$ cat src/rtl/rv32i_fetch_stage.sv
// rv32i_fetch_stage: PC generation, in-order imem reads, response FIFO and IF/ID register.
// Optional feature macro RV32I_FETCH_MISALIGN_EN adds o_misaligned for unaligned redirect targets.
module rv32i_fetch_stage #(
    parameter logic [31:0] RESET_PC   = 32'h0000_0000,
    parameter int          FIFO_DEPTH = 2,
    parameter logic [31:0] NOP_INST   = 32'h0000_0013
) (
    input  logic        i_clk,
    input  logic        i_rst,
    output logic        o_imem_req,
    output logic [31:0] o_imem_addr,
    input  logic        i_imem_ready,
    input  logic        i_imem_rvalid,
    input  logic [31:0] i_imem_rdata,
    input  logic        i_stall,
    input  logic        i_redirect,
    input  logic [31:0] i_redirect_pc,
    output logic [31:0] o_inst,
    output logic [31:0] o_pc,
`ifdef RV32I_FETCH_MISALIGN_EN
    output logic        o_misaligned,
`endif
    output logic        o_valid
);
    localparam int AW = $clog2(FIFO_DEPTH);
    localparam int CW = $clog2(FIFO_DEPTH + 1);

    logic [31:0]   fetch_pc, deq_pc, redir_pc;
    logic [CW-1:0] outstanding, drop_cnt, fifo_count;
    logic [CW:0]   credit_used;
    logic [AW-1:0] wr_ptr, rd_ptr;
    logic [31:0]   fifo_mem [FIFO_DEPTH];
    logic          accept, resp, push, pop, mis_hold;

`ifdef RV32I_FETCH_MISALIGN_EN
    logic mis_q;
    assign redir_pc     = i_redirect_pc;
    assign mis_hold     = mis_q;
    assign o_misaligned = mis_q;
    always_ff @(posedge i_clk or posedge i_rst)
        if (i_rst) mis_q <= 1'b0;
        else if (i_redirect) mis_q <= |i_redirect_pc[1:0];
`else
    logic unused_pc_bits;
    assign unused_pc_bits = ^i_redirect_pc[1:0];
    assign redir_pc       = {i_redirect_pc[31:2], 2'b00};
    assign mis_hold       = 1'b0;
`endif

    assign o_imem_addr = fetch_pc;

    // Credit counts both in-flight reads and buffered words, so the FIFO can never overflow.
    always_comb begin
        credit_used = {1'b0, outstanding} + {1'b0, fifo_count};
        o_imem_req  = !i_rst && !i_redirect && !mis_hold && credit_used < (CW+1)'(FIFO_DEPTH);
        accept      = o_imem_req && i_imem_ready;
        resp        = i_imem_rvalid && outstanding != '0;
        push        = resp && drop_cnt == '0 && !i_redirect;
        pop         = !i_redirect && !i_stall && fifo_count != '0;
    end

    always_ff @(posedge i_clk or posedge i_rst) begin
        if (i_rst) begin
            fetch_pc    <= RESET_PC;
            deq_pc      <= RESET_PC;
            outstanding <= '0;
            drop_cnt    <= '0;
            fifo_count  <= '0;
            wr_ptr      <= '0;
            rd_ptr      <= '0;
            o_valid     <= 1'b0;
            o_inst      <= NOP_INST;
            o_pc        <= RESET_PC;
        end else begin
            outstanding <= outstanding + CW'(accept) - CW'(resp);
            if (i_redirect) begin
                // Every read still in flight after this edge belongs to the old path.
                fetch_pc   <= redir_pc;
                deq_pc     <= redir_pc;
                drop_cnt   <= outstanding - CW'(resp);
                fifo_count <= '0;
                wr_ptr     <= '0;
                rd_ptr     <= '0;
                o_valid    <= 1'b0;
                o_inst     <= NOP_INST;
            end else begin
                if (accept) fetch_pc <= fetch_pc + 32'd4;
                if (resp && drop_cnt != '0) drop_cnt <= drop_cnt - CW'(1);
                if (push) wr_ptr <= wr_ptr + AW'(1);
                if (pop) rd_ptr <= rd_ptr + AW'(1);
                fifo_count <= fifo_count + CW'(push) - CW'(pop);
                if (pop) begin
                    o_inst  <= fifo_mem[rd_ptr];
                    o_pc    <= deq_pc;
                    o_valid <= 1'b1;
                    deq_pc  <= deq_pc + 32'd4;
                end else if (!i_stall) begin
                    o_valid <= 1'b0;
                    o_inst  <= NOP_INST;
                end
            end
        end
    end

    always_ff @(posedge i_clk)
        if (push) fifo_mem[wr_ptr] <= i_imem_rdata;

    rvalid_needs_outstanding: assert property (@(posedge i_clk) disable iff (i_rst)
        !(i_imem_rvalid && outstanding == '0));
endmodule

$ cat config.mk
export PLATFORM = sky130hd
export DESIGN_NAME = rv32i_fetch_stage
export DESIGN_NICKNAME = d
export VERILOG_FILES = /design/src/rtl/rv32i_fetch_stage.sv
export SDC_FILE = /design/constraint.sdc
export NUM_CORES = 1
export LEC_CHECK = 0
export BUFFER_PORTS_ARGS = -buffer_cell sky130_fd_sc_hd__buf_2
export CAP_MARGIN = 5
export CELL_PAD_IN_SITES_DETAIL_PLACEMENT = 0
export CELL_PAD_IN_SITES_GLOBAL_PLACEMENT = 1
export CORE_ASPECT_RATIO = 0.8
export CORE_MARGIN = 2
export CORE_UTILIZATION = 25
export CTS_CLUSTER_SIZE = 25
export DETAILED_ROUTE_END_ITERATION = 16
export GPL_TIMING_DRIVEN = 0
export PLACE_DENSITY_LB_ADDON = 0.1
export SLEW_MARGIN = 10
export SYNTH_ARGS = -nofsm -noshare
export SYNTH_HDL_FRONTEND = slang
export SYNTH_SLANG_ARGS = --single-unit
$ cat constraint.sdc
create_clock -name i_clk -period 6.7 [get_ports i_clk]
set_input_delay 0.335 -clock i_clk [delete_from_list [all_inputs] [get_ports i_clk]]
set_output_delay 0.335 -clock i_clk [all_outputs]
set_load 0.01 [all_outputs]
# --- Word level (Yosys, flattened, before mapping) ---
# Memory sizes are Yosys's and may differ from the RTL's.
# Index checks and enable logic that the tools add are counted.
totals:
  ff_bits: 137
  mem_bits_rw: 64
  input_bits: 70
  out_inout_bits: 98
  wordCells: 65
  mem_count: 1
op_classes:
  add_sub_neg: 11
  order_cmp: 1
  n_eq_ne: 1
  mux: 19
  bitwise_logic: 1
  n_reduce_logical: 21
memory_table:
  columns: ["name", "words", "width", "rd", "rd_ports_with_merged_regs", "write_ports", "line_no", "rtl"]
  rows:
  - ["fifo_mem", 2, 32, 1, 0, 1, "32", "logic [31:0] fifo_mem [FIFO_DEPTH];"]
ops:
  columns: ["cell", "n"]
  rows:
  - ["32-bit two-way mux", 7]
  - ["32-bit by 3-bit adder with 32-bit output, second input constant", 2]
  - ["2-bit nonzero test", 7]
  - ["1-bit logical AND", 9]
  - ["1-bit two-way mux", 9]
  - ["2-bit two-way mux", 3]
  - ["2-bit by 1-bit subtractor with 2-bit output", 3]
  - ["2-bit by 1-bit adder with 2-bit output", 2]
  - ["2-bit by 2-bit adder with 3-bit output", 1]
  - ["1-bit logical NOT", 3]
  - ["3-bit by 2-bit < comparator with 1-bit output, second input constant", 1]
  - ["3-bit by 1-bit inequality test with 1-bit output, second input constant", 1]
  - ["1-bit adder, second input constant", 2]
  - ["2-bit logical NOT", 1]
  - ["2-bit AND reduction", 1]
  - ["2-bit by 1-bit subtractor with 2-bit output, second input constant", 1]
  - ["1-bit NOT", 1]

# --- Logic depth before layout (Yosys ltp) ---
depth:
  word_depth: 7
  ltp_mapped: 11
  mapped_depth_nobuf: 9

# --- Worst setup path before layout ---
# Ideal clock, no wire load.
synth_path:
  path_kind: "input port to flip-flop"
  start: "input i_redirect"
  end: "memory fifo_mem[0][0] (enable)"
  setup_ns: 0.421
  arrival_ns: 2.480
  required_ns: 6.279
  path_slack_ns: 3.799
  path_stages: 5
  path_buffers: 2
  cell_sequence: "inv_1 -> clkbuf_1 -> clkbuf_1 -> nand3_1 -> nor2_1"
synth_via:
  elab_chain_len: 4
synth_rtl:
  columns: ["element", "line_no", "rtl"]
  rows:
  - ["start: declaration", "16", "input logic i_redirect,"]
  - ["1-bit logical NOT", "58", "push = resp && drop_cnt == '0 && !i_redirect;"]
  - ["1-bit logical AND", "58", null]
  - ["1-bit two-way mux", "106", "if (push) fifo_mem[wr_ptr] <= i_imem_rdata;"]
  - ["1-bit two-way mux (implied by the code)", "106", null]
  - ["end: declaration", "32", null]
# No other way between the ends.

# --- Final worst setup path ---
layout_path:
  start: "register fifo_count[0]"
  end: "register outstanding[1]"
layout_via:
  elab_chain_len: 6
layout_rtl:
  columns: ["element", "line_no", "rtl"]
  rows:
  - ["start: declaration", "29", "logic [CW-1:0] outstanding, drop_cnt, fifo_count;"]
  - ["start signal: assignment", "91", "fifo_count <= fifo_count + CW'(push) - CW'(pop);"]
  - ["2-bit by 2-bit adder with 3-bit output", "54", "credit_used = {1'b0, outstanding} + {1'b0, fifo_count};"]
  - ["3-bit by 2-bit < comparator with 1-bit output", "55", "o_imem_req = !i_rst && !i_redirect && !mis_hold && credit_used < (CW+1)'(FIFO_DEPTH);"]
  - ["1-bit logical AND", "55", null]
  - ["1-bit logical AND", "56", "accept = o_imem_req && i_imem_ready;"]
  - ["2-bit by 1-bit adder with 2-bit output", "75", "outstanding <= outstanding + CW'(accept) - CW'(resp);"]
  - ["2-bit by 1-bit subtractor with 2-bit output", "75", null]
  - ["end signal: assignment", "75", null]
  - ["end: declaration", "29", null]
# No other way between the ends.
# A chain may end at the register's enable or synchronous reset.

==> summary.md <==
| Metric | Value |
|---|---|
| Cell area after layout | 0.0108 mm2 |
| Post-synthesis cell count | 785 |
| Initial drt markers | 317 |
| Critical Path RT | 7.04 ns |
| Clock Sinks | 195 |
| Area after DPL | 0.0102 mm2 |
| Syn. warnings | 0 |
| Final core occ | 0.312 |
| Vias in the first global route | 6564 |
| Diodes inserted | 0 |
| Synth area leader | dfrtp_1 |
| Fillers | 3674 |
| Crit-path cells | and2_1 -> fa_1 -> nor4b_2 -> buf_2 -> nand2_1 -> ha_1 -> inv_1 -> ha_1 -> xnor2_1 -> xnor2_1 |
| Hold WS | 0.0648 ns |
| Antenna violations before repair | 1 |
| Die W | 213 um |
| DRC | 0 |
| Die height | 171 um |
| Global Route Usage Sum | 0.159 |
| Area share of the largest cell type after synthesis | 0.368 |
| Drt first pass iters | 5 |
| Largest net degree at the start of global routing | 92 |
| Compound-Gate Fraction of Synth Area | 0.0875 |
| Mapped cell area | 0.00870 mm2 |
| Cts repair resizes | 0 |
| RSZ-0062 raised after global routing | no |
| Setup tns final | 0 ns |
| I/O Pins | 168 |
| Row cnt | 61 |
| Leak | 4.38 nW |
| Yosys cell types | 51 |
| IO buf count | 161 |
| Setup violators final | 0 |
| Cell with the most instances after synthesis | nand2_1 |
| Routed WL | 28100 um |
| Max-cap viol count | 0 |
| Main synth FF type | dfrtp_1 |
| Crit start category | flop |
| Seq/Total Area, Yosys | 0.598 |
| Die Area | 0.0363 mm2 |
| Largest family of logic cells by synthesized area | simple AND/OR/NAND/NOR gates |
| CTS clk-pin slew, worst paths | 0.08 ns |
| First-pass GRT wire length | 42500 um |
| Final min period | 3.22 ns |
| DR vias | 6695 |
| HPWL Detailed | 20600 um |
| Avg Vias per Cell | 4.60 |
| Post-synth EDFFs | 64 |
| CP Depth | 10 |
| Leading post-synthesis cells by cell area | dfrtp_1 (37%), edfxtp_1 (22%), nand2_1 (6.2%) |
| Mux cell area share after synthesis | 0.0522 |
| Fmax achieved | 310 MHz |
| Max stage delay on crit path | 0.70 ns |
| VDD IR max | 148 uV |
| Max Buffers Root-to-Sink | 2 |
| R2R cell count | 10 |
| Count of final hold-check violations | 0 |
| Hold crit path type | input port to flop |
| Outcome | finished clean |
| Xor and xnor area share after synthesis | 0.0282 |
| Crit share post-route | 0.481 |
| WHS Path Cells | 1 |
| Initial core utilization | 0.252 |
| Avg WL per Cell | 19.3 um |
| Post-Synth Simple-Gate Area | 0.188 |
| Avg Cell Area, Syn | 11.1 um2 |
| CTS tree | built |
| Worst EP arrival | 3.56 ns |
| Share of cells above drive strength 1 | 0.235 |
| Crit path capture type | flop |
| CP top delay family | simple AND/OR/NAND/NOR gates |
| Layout area overhead | 23.7% |
| Crit Path Class | flop to flop |
| Asr flop ratio synth | 0.672 |
| Pwr Density | 304 mW/mm2 |
| Post-synth top cells | nand2_1 (144), dfrtp_1 (128), edfxtp_1 (64) |
| CP Max Fanout | 10 |
| Synth Register Bits | 195 |
| Power, Total | 3.27 mW |
| Detail Route Antenna Nets | 0 |
| Slew margin rel. | 0.425 |
| Cts bufs inserted | 17 |
| Clk root buf | clkbuf_16 |
| Worst-Margin Slew | 0.863 ns |
| Synthesized-area fraction occupied by adder cells | 0.0138 |
| H-tree depth | 4 |
| Clock Latency Late Sink | 0.45 ns |
| CP max stage cell | nor4b_2 |
| Skew final | 0.0151 ns |
| Total gr overflow | 0 |
| Final net count | 1051 |
| Pins Over Slew Limit | 0 |
| Area of the core | 0.0345 mm2 |
| WP buf/inv | 2 |
| GP Congestion | 0.762 |
==> registers in the layout, indices dropped and copies added (netlist names) <==
| register | count |
|---|---|
| deq_pc | 30 |
| drop_cnt | 2 |
| fifo_count | 2 |
| fifo_mem | 64 |
| o_imem_addr | 30 |
| o_inst | 32 |
| o_pc | 30 |
| o_valid | 1 |
| outstanding | 2 |
| rd_ptr | 1 |
| wr_ptr | 1 |
==> per-stage QoR <==
stage                     cells  setup WS (ns)
after floorplan             788           2.87
final                      1457           3.48
after global placement     1421          0.297
after detailed placement   1424           3.25
after global routing       1457           3.21
after CTS                  1457           3.47
==> cell families after synthesis <==
| group | after synthesis |
|---|---|
| compound gates | 117 |
| buf+inv | 66 |
| simple gates | 325 |
| other cells | 1 |
| fa+ha+maj | 9 |
| mux | 44 |
| flops | 195 |
| xor+xnor | 28 |
==> what timing repair did <==
item                                    4_1_cts  5_1_grt
hold buffers                                  1        0
endpoints found under the hold margin        37        0
setup buffers                                 0        0
endpoints found under the setup margin        0        0
==> where the power goes <==
group	total, mW	switching (mW)	leakage, nW	internal (mW)
Clock	0.997	0.510	0.263	0.487
Combinational	0.711	0.426	1.92	0.284
Sequential	1.56	0.151	2.20	1.41
==> per-layer routing <==
layer  track usage  up-vias  part of all wire
li1              -     3231                 -
met1         0.231     3328              0.50
met2         0.242      120              0.45
met3        0.0378       14             0.041
met4        0.0322        2            0.0060
met5             0        -           0.00039
==> cell usage in the layout, fill, tap and decap left out, types with 11 or more instances in the layout <==
| master | Yosys | routed |
|---|---|---|
| nand4_1 | 28 | 28 |
| nor2_1 | 34 | 32 |
| o31ai_1 | 13 | 13 |
| clkbuf_16 | 0 | 17 |
| clkbuf_1 | 30 | 31 |
| inv_1 | 19 | 18 |
| edfxtp_1 | 64 | 64 |
| o21ai_0 | 41 | 41 |
| nand2_1 | 144 | 144 |
| nand3_1 | 32 | 32 |
| nor4_1 | 18 | 18 |
| or4_1 | 21 | 21 |
| mux2_2 | 11 | 11 |
| mux2i_1 | 33 | 33 |
| a31oi_1 | 20 | 20 |
| dfrtp_1 | 128 | 128 |
| a21oi_1 | 12 | 12 |
| xnor2_1 | 24 | 24 |
| buf_2 | 4 | 165 |
==> worst paths after layout <==
kind / startpoint / to / slack, ns
max in group asynchronous: i_rst / o_inst[28] / 5.42
hold reg to reg: o_inst[23] / o_inst[23] / 0.47
setup / recovery: fifo_count[0] / outstanding[1] / 3.48
hold / removal: i_imem_rdata[12] / fifo_mem[0][12] / 0.06
setup reg to reg: fifo_count[0] / outstanding[1] / 3.48
min in group asynchronous: i_rst / o_imem_addr[9] / 0.44
==> layout make-up <==
cell class,count,area [um2],share of cell area
Inverter,19,78.8,0.00733
Clock inverter,14,125,0.0116
Buffer,47,204,0.0190
Sequential cell,195,5200,0.484
Clock buffer,18,429,0.0399
Multi-Input combinational cell,527,3240,0.302
Timing Repair Buffer,165,883,0.0821
Tap cell,472,591,0.0549
No activity file was read; power rests on OpenSTA's default activity.
